File: config.mk
export PLATFORM = sky130hd
export DESIGN_NAME = life_gen_scheduler
export DESIGN_NICKNAME = d
export VERILOG_FILES = /design/src/rtl/life_pkg.sv /design/src/rtl/life_gen_scheduler.sv
export SDC_FILE = /design/constraint.sdc
export NUM_CORES = 1
export LEC_CHECK = 0
export ABC_AREA = 1
export CAP_MARGIN = 20
export CORE_ASPECT_RATIO = 0.75
export CORE_MARGIN = 3
export CORE_UTILIZATION = 55
export CTS_CLUSTER_SIZE = 8
export DETAILED_ROUTE_END_ITERATION = 8
export PLACE_DENSITY = 0.8
export REMOVE_ABC_BUFFERS = 1
export SLEW_MARGIN = 30
export SYNTH_ARGS = -nofsm -noshare
export SYNTH_HDL_FRONTEND = slang
export SYNTH_SLANG_ARGS = --single-unit
File: constraint.sdc
create_clock -name clk -period 2.3 [get_ports clk]
set_input_delay 0.46 -clock clk [delete_from_list [all_inputs] [get_ports clk]]
set_output_delay 0.46 -clock clk [all_outputs]
set_load 0.05 [all_outputs]
File: src/rtl/life_pkg.sv
// life_pkg
// Shared definitions for the Game-of-Life pipeline: default grid geometry
// and the generation scheduler state encoding.
package life_pkg;

    localparam int ROWS  = 720;   // grid rows per generation
    localparam int COLS  = 1280;  // grid columns (cells per row)
    localparam int ROW_W = 10;    // row index width

    typedef enum logic [2:0] {
        IDLE,
        PRIME,
        RUN,
        DRAIN,
        SWAP
    } sched_state_t;

endpackage : life_pkg

File: src/rtl/life_gen_scheduler.sv
// life_gen_scheduler
// Sequences one Game-of-Life generation at a time. Primes row 0 into the
// line buffer for three cycles, streams rows 1..ROWS-1 one per cycle,
// waits for the next-state writeback to drain, then swaps the front/back
// BRAM banks.
//
// Ports:
//   clk          single clock, all logic on posedge
//   rst_n        asynchronous active-low reset
//   run          level: free-running generations while high
//   step         one-cycle pulse: one generation when idle
//   disp_vblank  display vertical blank (bank swap window)
//   lb_valid     line buffer valid_set
//   calc_row     row index to the line buffer
//   calc_flag    row is to be computed and written back
//   front_bank   bank read by compute and display; writes go to ~front_bank
//   busy         high in any state except IDLE
//   gen_done     one-cycle pulse on bank swap
//   gen_count    completed generations (wraps)
//   seq_err      sticky: lb_valid seen low while streaming rows
//
// Build option LIFE_SCHED_VBLANK_SYNC_EN: when defined, the bank swap is
// held until disp_vblank is high so the display never sees a mid-frame
// bank change. When undefined, disp_vblank is ignored.
module life_gen_scheduler #(
    parameter int ROWS         = life_pkg::ROWS,
    parameter int ROW_W        = life_pkg::ROW_W,
    parameter int DRAIN_CYCLES = 2,
    parameter int GEN_W        = 16
) (
    input  logic             clk,
    input  logic             rst_n,
    input  logic             run,
    input  logic             step,
    input  logic             disp_vblank,
    input  logic             lb_valid,
    output logic [ROW_W-1:0] calc_row,
    output logic             calc_flag,
    output logic             front_bank,
    output logic             busy,
    output logic             gen_done,
    output logic [GEN_W-1:0] gen_count,
    output logic             seq_err
);
    import life_pkg::*;

    // One counter serves both the 3-cycle prime and the drain wait.
    localparam int CNT_W = (DRAIN_CYCLES > 3) ? $clog2(DRAIN_CYCLES) : 2;

    localparam logic [ROW_W-1:0] LAST_ROW   = ROW_W'(ROWS - 1);
    localparam logic [CNT_W-1:0] PRIME_LAST = CNT_W'(2);
    localparam logic [CNT_W-1:0] DRAIN_LAST = CNT_W'(DRAIN_CYCLES - 1);

    sched_state_t     state, state_nx;
    logic [CNT_W-1:0] cnt, cnt_nx;
    logic [ROW_W-1:0] row_nx;
    logic             flag_nx;
    logic             swap_ok;
    logic             swap_now;

`ifdef LIFE_SCHED_VBLANK_SYNC_EN
    assign swap_ok = disp_vblank;
`else
    logic unused_vblank;
    assign unused_vblank = disp_vblank;
    assign swap_ok       = 1'b1;
`endif

    // Next state plus the next value of every registered output, so the
    // outputs change on the same edge as the state they describe.
    always_comb begin
        state_nx = state;
        cnt_nx   = cnt;
        row_nx   = LAST_ROW;
        flag_nx  = 1'b0;
        swap_now = 1'b0;
        case (state)
            IDLE: begin
                // Parking on the last row clears the line buffer's prime
                // counter and fetch address.
                if (run || step) begin
                    state_nx = PRIME;
                    cnt_nx   = '0;
                    row_nx   = '0;
                end
            end
            PRIME: begin
                row_nx = '0;
                if (cnt == PRIME_LAST) begin
                    state_nx = RUN;
                    row_nx   = ROW_W'(1);
                    flag_nx  = 1'b1;
                end else begin
                    cnt_nx  = cnt + 1'b1;
                    flag_nx = (cnt_nx == PRIME_LAST);
                end
            end
            RUN: begin
                if (calc_row == LAST_ROW) begin
                    state_nx = DRAIN;
                    cnt_nx   = '0;
                end else begin
                    row_nx  = calc_row + 1'b1;
                    flag_nx = 1'b1;
                end
            end
            DRAIN: begin
                if (cnt == DRAIN_LAST) begin
                    state_nx = SWAP;
                end else begin
                    cnt_nx = cnt + 1'b1;
                end
            end
            SWAP: begin
                // While waiting for the swap window the outputs look like DRAIN.
                if (swap_ok) begin
                    swap_now = 1'b1;
                    cnt_nx   = '0;
                    if (run) begin
                        state_nx = PRIME;
                        row_nx   = '0;
                    end else begin
                        state_nx = IDLE;
                    end
                end
            end
            default: begin
                state_nx = IDLE;
            end
        endcase
    end

    always_ff @(posedge clk or negedge rst_n) begin
        if (!rst_n) begin
            state      <= IDLE;
            cnt        <= '0;
            calc_row   <= LAST_ROW;
            calc_flag  <= 1'b0;
            front_bank <= 1'b0;
            busy       <= 1'b0;
            gen_done   <= 1'b0;
            gen_count  <= '0;
            seq_err    <= 1'b0;
        end else begin
            state     <= state_nx;
            cnt       <= cnt_nx;
            calc_row  <= row_nx;
            calc_flag <= flag_nx;
            busy      <= (state_nx != IDLE);
            gen_done  <= swap_now;
            if (swap_now) begin
                front_bank <= ~front_bank;
                gen_count  <= gen_count + 1'b1;
            end
            if (state == RUN && !lb_valid) begin
                seq_err <= 1'b1;
            end
        end
    end

endmodule : life_gen_scheduler

==> impl_metrics.py <==
metrics = {
    "sta": {
        "rsz0062_at_grt": "no",
        "finalCritPeriodShare": 0.924,
        "max_clock_freq_mhz": 471,
        "slew-limit-headroom": 0.657,
        "hold_viol_final": 0,
        "fin_skew_ns": 0.00662,
        "finalMaxSlewViolations": 0,
        "tns_ns": 0,
        "finalCriticalPeriod_ns": 2.12,
        "worst_pin_slew_ns": 0.513,
        "setup_violations": 0,
    },
    "logic_synthesis": {
        "synthFlopType": "dfrtp_1",
        "synth.largest_area_cell": "dfrtp_1",
        "ys_warn_count": 0,
        "synth_area_leaders": "dfrtp_1 37%, nand2_1 14%, dfstp_2 9.4%",
        "syn-cell-area_sq_mm": 0.00195,
        "syn_inst": 239,
        "synth_top_area_frac": 0.373,
        "synth.avg_cell_area_sq_um": 8.15,
        "synth.distinct_cells": 30,
        "synth-async-reset-ratio": 1.00,
        "seq_area_frac_synth": 0.467,
        "synth_seq_cells": 36,
        "synth_edf_count": 0,
    },
    "global_routing": {
        "grt_overflow": 0,
        "grt_max_degree": 37,
        "grt_pass1_wl_um": 6870,
        "grtUsageTotal": 0.212,
        "first_global_vias": 1487,
        "antenna_found_initial": 0,
    },
    "detailed_routing": {
        "vias_per_cell": 5.06,
        "drc": 0,
        "drt-pass1-iter-count": 4,
        "drt-wirelength-per-cell_um": 12.4,
        "drt_wl_total_um": 4010,
        "vias": 1628,
        "drt_iter0_markers": 113,
        "ant_nets": 0,
    },
    "pwr": {
        "pwr-share-clk": 0.412,
        "ir_worst_vdd_mv": 0.373,
        "power_density_mw_per_mm2": 457,
        "power.total_mw": 1.11,
        "p_sw_frac": 0.204,
        "pwr-share-comb": 0.018,
        "p_switching_mw": 0.227,
        "power_leakage_nw": 1.19,
        "internal_power_mw": 0.885,
        "p_seq_frac": 0.570,
    },
    "clocking": {
        "cts.sinks": 36,
        "h-tree-depth": 2,
        "cts_hold_buf": 0,
        "cts_resized": 0,
        "cts_setup_buffers": 0,
        "clk_transition_reported_paths_ns": 0.07,
        "clock_latency_ns": 0.29,
        "cts-root-buf": "clkbuf_8",
        "clk_path_buf_depth": 2,
        "cts_made_buffers": 5,
        "cts_tree": "built",
    },
    "final_layout": {
        "area_growth_pct": 25.0,
        "diodes": 0,
        "drive_above_1_share": 0.113,
        "fin_nets": 291,
    },
    "placed_design": {
        "portBuffers": 35,
        "routabilityCongestion": 0.856,
        "dp_hpwl_um": 2980,
    },
    "setup_path": {
        "timing.critical_path.to_type": "output pin",
        "path_depth": 1,
        "start_kind": "flip-flop",
        "path_cells": "clkdlybuf4s50_1",
        "worstSetupPathType": "reg2out",
        "crit_buf_inv": 1,
        "critical-path-top-delay-family": "buffers and inverters",
        "max_stage_delay_ns": 0.81,
        "crit_fanout": 6,
        "arrival_ns": 1.66,
        "slowest_stage": "clkdlybuf4s50_1",
        "worstPathRequired_ns": 1.84,
        "worstRegToRegCells": 8,
    },
    "floorplan": {
        "die_h_um": 57.5,
        "rows": 18,
        "dieWidth_um": 74.7,
        "initial_core_util": 0.584,
        "die-area_sq_mm": 0.00430,
        "coreArea_sq_mm": 0.00333,
        "design.portCount": 37,
    },
    "hold_path": {
        "hp-class": "reg2reg",
        "hold_depth": 1,
    },
    "run": {
        "drv_cap": 0,
    },
    "status": {
        "outcome": "finished, final reports clean",
    },
}
==> final timing paths <==
kind                              from            to  slack [ns]
setup / recovery           calc_row[6]   calc_row[6]        0.18
max in group asynchronous        rst_n   calc_row[0]        1.36
min in group asynchronous        rst_n  gen_count[7]        0.57
hold reg to reg                seq_err       seq_err        0.48
setup reg to reg           calc_row[0]        cnt[0]        0.70
hold / removal                 seq_err       seq_err        0.48
==> kinds of logic after synthesis <==
group | synth area share
fa+ha+maj | 0.0257
compound gates | 0.0424
simple gates | 0.346
xor+xnor | 0.0585
flops | 0.467
buf+inv | 0.0598
==> sequential cells by signal, summed over array words and instances, names as in the netlist <==
register / cells
calc_flag: 1
busy: 1
cnt: 2
gen_done: 1
calc_row: 10
seq_err: 1
front_bank: 1
gen_count: 16
state: 3
==> per-layer routing <==
metal  up-vias  track usage  wire length [um]
met5         -            0                 0
met4         0       0.0635                47
met3         4       0.0581               211
met2        50        0.292              1820
met1       740        0.324              1930
li1        834            -                 -
==> layout by cell type (no fill, tap or decap), types with 3 or more instances in the layout <==
master	Yosys	final
nor2_1	32	32
nand2_2	3	3
clkdlybuf4s50_1	0	35
xnor2_1	5	5
ha_1	4	4
inv_1	23	23
nand3_1	15	15
nand2_1	72	72
nand4_1	5	5
xor2_1	8	8
dfrtp_1	29	29
clkbuf_8	0	6
dfstp_2	7	7
nor2_4	5	5
a21oi_1	3	3
o21ai_0	8	8
nor3_1	3	3
==> synth_stat cells (3+ instances only) <==
| cell type | n |
|---|---|
| nand2_1 | 72 |
| nor2_1 | 32 |
| dfrtp_1 | 29 |
| inv_1 | 23 |
| nand3_1 | 15 |
| o21ai_0 | 8 |
| xor2_1 | 8 |
| dfstp_2 | 7 |
| nand4_1 | 5 |
| nor2_4 | 5 |
| xnor2_1 | 5 |
| ha_1 | 4 |
| a21oi_1 | 3 |
| nand2_2 | 3 |
| nor3_1 | 3 |
==> area by class of cell <==
type	instances	area, sq um
multi-input cells	176	921
flip-flops and latches	36	910
fillers	282	900
repair buffers	36	358
inverters	26	105
clock buffers	8	90.1
well taps	40	50.0
==> power by group through the flow <==
stage / combinational (mW) / clock (mW) / sequential [mW]
2_1_floorplan: 0.000596 / 0 / 0.645
3_3_place_gp: 0.0216 / 0 / 0.645
4_1_cts: 0.0217 / 0.471 / 0.633
5_1_grt: 0.0234 / 0.503 / 0.633
3_5_place_dp: 0.0218 / 0 / 0.645
6_report: 0.0205 / 0.458 / 0.634
==> metrics by stage <==
stage	hold slack, ns	setup WS, ns	std cells	util	instance area, sq um
2_1_floorplan	0.164	0.646	238	-	1940
3_3_place_gp	0.462	0.483	314	0.703	2340
3_5_place_dp	0.468	0.482	314	0.703	2340
4_1_cts	0.484	0.171	322	0.730	2430
5_1_grt	0.515	0.134	322	0.730	2430
6_report	0.481	0.175	322	0.730	2430
No activity file was read; power rests on OpenSTA's default activity.
